==> src/rtl/snowflake_pkg.sv <==
// Shared constants and types for the snowflake debug master: frame opcodes,
// response codes and the frame-handling state enum.
package snowflake_pkg;

  localparam logic [7:0] DBG_WRITE = 8'h01;
  localparam logic [7:0] DBG_READ  = 8'h02;
  localparam logic [7:0] DBG_OK    = 8'hAA;
  localparam logic [7:0] DBG_ERR   = 8'hEE;

  typedef enum logic [2:0] {
    IDLE,
    ADDR,
    WDATA,
    REQ,
    RESP
  } dbg_state_e;

endpackage

==> src/rtl/snowflake_debug_master.sv <==
// Byte-stream driven bus initiator: parses write/read command frames, issues one
// 32-bit bus request per frame and streams the response bytes back out.
module snowflake_debug_master
  import snowflake_pkg::*;
#(
  parameter int TIMEOUT = 1024
) (
  input  logic        clk,
  input  logic        rstz,
  input  logic [7:0]  rx_data,
  input  logic        rx_valid,
  output logic        rx_ready,
  output logic [7:0]  tx_data,
  output logic        tx_valid,
  input  logic        tx_ready,
  output logic [31:0] bus_addr,
  output logic [31:0] bus_wr_data,
  output logic [3:0]  bus_wr_mask,
  output logic        bus_wr_en,
  output logic        bus_req,
  input  logic        bus_ack,
  input  logic [31:0] bus_rd_data,
  output logic        busy
);

  localparam int TW = (TIMEOUT > 2) ? $clog2(TIMEOUT) : 1;

  dbg_state_e    state, state_next;
  logic [1:0]    byte_cnt;
  logic [TW-1:0] tmo_cnt;
  logic [31:0]   resp;
  logic [2:0]    resp_left;
  logic          rx_fire, tx_fire, tmo_hit;

  assign rx_fire = rx_valid & rx_ready;
  assign tx_fire = tx_valid & tx_ready;
  assign tmo_hit = (tmo_cnt == TW'(TIMEOUT - 1));

  assign bus_req     = (state == REQ);
  assign tx_valid    = (state == RESP);
  assign tx_data     = resp[7:0];
  assign busy        = (state != IDLE);
  assign bus_wr_mask = 4'hF;

  always_ff @(posedge clk or negedge rstz) begin
    if (!rstz) state <= IDLE;
    else       state <= state_next;
  end

  // NOTE: every variable gets a default before the case so no path leaves it unassigned (no latch).
  always_comb begin
    state_next = state;
    unique case (state)
      IDLE:  if (rx_fire) state_next = (rx_data == DBG_WRITE || rx_data == DBG_READ) ? ADDR : RESP;
      ADDR:  if (rx_fire && byte_cnt == 2'd3) state_next = bus_wr_en ? WDATA : REQ;
      WDATA: if (rx_fire && byte_cnt == 2'd3) state_next = REQ;
      REQ:   if (bus_ack || tmo_hit) state_next = RESP;
      RESP:  if (tx_fire && resp_left == 3'd1) state_next = IDLE;
      default: state_next = IDLE;
    endcase
  end

  // NOTE: sequential state uses non-blocking assignments so every flop samples pre-edge values.
  always_ff @(posedge clk or negedge rstz) begin
    if (!rstz) begin
      rx_ready    <= 1'b0;
      byte_cnt    <= '0;
      tmo_cnt     <= '0;
      bus_addr    <= '0;
      bus_wr_data <= '0;
      bus_wr_en   <= 1'b0;
      resp        <= '0;
      resp_left   <= '0;
    end else begin
      // Registered from the next state so it stays low through reset and REQ/RESP.
      rx_ready <= (state_next == IDLE) || (state_next == ADDR) || (state_next == WDATA);
      unique case (state)
        IDLE: if (rx_fire) begin
          byte_cnt <= '0;
          if (rx_data == DBG_WRITE || rx_data == DBG_READ) begin
            bus_wr_en <= (rx_data == DBG_WRITE);
          end else begin
            resp      <= {24'h0, DBG_ERR};
            resp_left <= 3'd1;
          end
        end
        ADDR: if (rx_fire) begin
          // LSB-first shift; the low two bits are cleared so the final address is word aligned.
          bus_addr <= {rx_data, bus_addr[31:10], 2'b00};
          byte_cnt <= byte_cnt + 2'd1;
        end
        WDATA: if (rx_fire) begin
          bus_wr_data <= {rx_data, bus_wr_data[31:8]};
          byte_cnt    <= byte_cnt + 2'd1;
        end
        REQ: begin
          if (bus_ack) begin
            tmo_cnt <= '0;
            if (bus_wr_en) begin
              resp      <= {24'h0, DBG_OK};
              resp_left <= 3'd1;
            end else begin
              resp      <= bus_rd_data;
              resp_left <= 3'd4;
            end
          end else if (tmo_hit) begin
            tmo_cnt   <= '0;
            resp      <= {24'h0, DBG_ERR};
            resp_left <= 3'd1;
          end else begin
            tmo_cnt <= tmo_cnt + 1'b1;
          end
        end
        RESP: if (tx_fire) begin
          // Shifting in zeros leaves tx_data at 0 once the response is drained.
          resp      <= {8'h0, resp[31:8]};
          resp_left <= resp_left - 3'd1;
        end
        default: ;
      endcase
    end
  end

endmodule

==> config.mk <==
export PLATFORM = sky130hd
export DESIGN_NAME = snowflake_debug_master
export DESIGN_NICKNAME = d
export VERILOG_FILES = /design/src/rtl/snowflake_pkg.sv /design/src/rtl/snowflake_debug_master.sv
export SDC_FILE = /design/constraint.sdc
export NUM_CORES = 1
export LEC_CHECK = 0
export ABC_AREA = 1
export CORE_MARGIN = 1
export CORE_UTILIZATION = 40
export DETAILED_ROUTE_END_ITERATION = 7
export GPL_TIMING_DRIVEN = 0
export PLACE_DENSITY = 0.67
export SLEW_MARGIN = 20
export SYNTH_ARGS = -nofsm -noshare
export SYNTH_HDL_FRONTEND = slang
export SYNTH_SLANG_ARGS = --single-unit
==> constraint.sdc <==
create_clock -name clk -period 2 [get_ports clk]
set_input_delay 0.4 -clock clk [delete_from_list [all_inputs] [get_ports clk]]
set_output_delay 0.4 -clock clk [all_outputs]
set_load 0.03 [all_outputs]
==> results.md <==
* Clock latency on the worst-skew pair at approximately 0.4 ns
* Final Max Tran Viols at 0
* Antenna diode count at 0
* Vias in the first global route at between 4000 and 5000
* Placer Congestion at just over 0.8
* CTS sink cnt at 114
* #FFs+latches synth at between 100 and 150
* Fin crit period at approximately 1.9 ns
* EDFF count, synth at 0
* First drt pass iteration count at 5
* Crit-path max FO at 2
* Syn avg cell area at between 9 and 10 um2
* Average wire per standard cell at about 13 um
* CTS tree: yes
* Post-Place Worst Slack at -0.212 ns
* VDD IR max at about 0.64 mV
* Outcome: completed
* Worst Skew at around 0.006 ns
* Fmax at about 520 MHz
* LEAKAGE at ~3.7 nW
* Distinct cells, synth at 37
* Finished Layout Cells at between 900 and 1000
* Sequential area share after synthesis at a little over half
* Routed Antenna Nets at 0
* Most common cell after layout, fill and taps aside: nand2_1
* Async SR Flop Fraction at 100%
* # IOs at roughly 130
* HP Class: flip-flop to flip-flop
* Hold Vio Cnt, Final at 0
* GR Util met2 at between 30% and 40%
* Synthesized instance count at between 500 and 600
* Top FF cell, synth: dfrtp_1
* MaxCap Viol Count at 0
* Port-buffer cells at between 100 and 150
* DP HPWL at 8.61 mm
* 1st-iter DRT viols at about 260
* CTS H-Tree Depth at 4
* Core Area at approximately 13000 um2
* Commonest cells after routing, fill and taps aside: nand2_1 (185), clkdlybuf4s50_1 (114), dfrtp_1 (113), nor2_1 (39), nand3_1 (38)
* Synthesized area at 5290 um2
* Full die area at 13700 um2
* Final WS setup at 0.0626 ns
* Cells on worst reg2reg path at 11
* Initial core utilization at roughly 41%
* Global route hottest layer: met2
* Slew HR at 63.4%
* Via count at between 4000 and 5000
* Initial antenna violation count at 0
* Die W at 117 um
* Total Power at 7.30 mW
* Warning count from the yosys run at 0
* Worst endpoint required time at between 1.5 and 2 ns
* Critical path type: flip-flop to output port
* Tot GR Track Use at about a fifth
* Hold Worst Slack at about 0.47 ns
* CTS root buf: clkbuf_16
* DIE HEIGHT at 117 um
* Drt total wl at approximately 12 mm
* Post-DR vias/cell at between 4 and 5
* Dpl cells at between 800 and 900
* Worst-Margin Slew at between 0.5 and 0.6 ns
* Setup Buffers After CTS at 0
* First-pass GRT wire length at around 20 mm
* Synth-to-layout area growth at 38.9%
* Nets@finish at 770
* Rows at just over 40
* Final worst-path cycle share at a little over nine tenths
* CTS Buffer Depth at 2
* Clock Pin Slew Worst Setup and Hold Paths at 0.05 ns
* Largest net degree at the start of global routing at 59
* Final setup viols at 0
* Critical Path Start Type: flip-flop
* CP arrival at around 1.5 ns
* Residual DRC at 0
* Layout cells sized above 1 at between 15 and 20%
* Met3 Usage GRT at 5.10%
* CTS buffer count at 17
* Grt total ovfl at 0
* Setup repair after global routing missed its margin: no
* Hold Path Depth at 2
* GR Util met1 at a little under a quarter
* Pwr Density at just under 1000 nW/um2
* Crit. End Element: output port
-- sequential cells by signal, summed over array words and instances (netlist names) --
name and cells:
bus_wr_data 32, bus_wr_en 1, byte_cnt 2, tmo_cnt 10, rx_ready 1, resp_left 3, bus_addr 30, resp 32
state 3
-- worst max-delay path, stage by stage, from the launching register on --
cell and delay, ns:
dfrtp_1 0.37, buf_4 0.11, clkdlybuf4s50_1 0.65
-- layer usage --
layer,vias to the layer above,part of all wire [%]
met2,124,47
met3,19,5.2
li1,2116,-
met5,-,0
met1,2014,46
met4,0,1.6
-- logic make-up after synthesis --
family	Yosys count	synth area share, %
AOI/OAI and AO/OA	52	5.37
DFF	114	53.9
other	2	0.142
and+or+nand+nor	294	24.3
adders and majority gates	4	0.946
xor gates and xnor gates	5	0.828
muxes	32	6.81
buffers and inverters	75	7.73
-- power by group --
group	leakage, nW	switching [mW]	total [mW]	internal (mW)
logic	1.96	1.02	1.70	0.677
clock network	0.291	1.02	3.06	2.04
registers	1.47	0.0929	2.54	2.45
-- Yosys cell counts (2+ instances only) --
master | count | area (um2)
nand2_2 | 12 | 75.1
o21ai_0 | 25 | 125
inv_1 | 35 | 131
nand4_1 | 4 | 25.0
o21a_1 | 5 | 37.5
nor2_2 | 2 | 12.5
clkbuf_1 | 2 | 7.51
nand3_2 | 2 | 20.0
buf_4 | 19 | 143
buf_6 | 5 | 56.3
conb_1 | 2 | 7.51
dfrtp_1 | 114 | 2850
xnor2_1 | 2 | 17.5
nor3_1 | 4 | 20.0
nor2_1 | 39 | 146
nor2_4 | 2 | 22.5
mux2_2 | 31 | 349
inv_4 | 2 | 12.5
o211ai_1 | 2 | 15.0
nand2_8 | 2 | 40.0
a21oi_1 | 16 | 80.1
buf_2 | 10 | 50.1
nand3_1 | 38 | 190
ha_1 | 4 | 50.1
xor2_1 | 3 | 26.3
nand2_1 | 185 | 694
-- timing repair --
action | in CTS | in global routing
hold buffers | 1 | 0
hold endpoints to repair | 56 | 0
resized for setup | 10 | 6
pin swaps | 0 | 0
setup endpoints to repair | 3 | 3
-- area by class of cell --
| cell class | instances | area [um2] |
|---|---|---|
| Timing Repair Buffer | 121 | 1220 |
| Multi-Input combinational cell | 393 | 2040 |
| Fill cell | 1112 | 5420 |
| Tap cell | 172 | 215 |
| Inverter | 39 | 158 |
| Clock inverter | 10 | 133 |
| Sequential cell | 114 | 2850 |
| Buffer | 35 | 251 |
| Clock buffer | 21 | 470 |
-- path summary, 6_finish.rpt --
kind | start | end | slack [ns]
max in group asynchronous | rstz | state[1] | 0.81
min in group asynchronous | rstz | bus_addr[3] | 0.52
worst min register to register | resp[17] | resp[17] | 0.47
worst max-delay path | resp[5] | tx_data[5] | 0.06
worst min-delay path | resp[17] | resp[17] | 0.47
worst max register to register | tmo_cnt[0] | resp_left[0] | 0.27
-- per-stage QoR --
stage               util (%)  TNS, ns  cell area (um2)
detailed placement      52.8    -6.07             6740
floorplan                  -        0             5310
finish                  57.5        0             7350
CTS                     57.5        0             7350
global placement        52.6  -438.66             6710
global route            57.5        0             7350
Note: power is estimated with default switching activity, not from simulation.
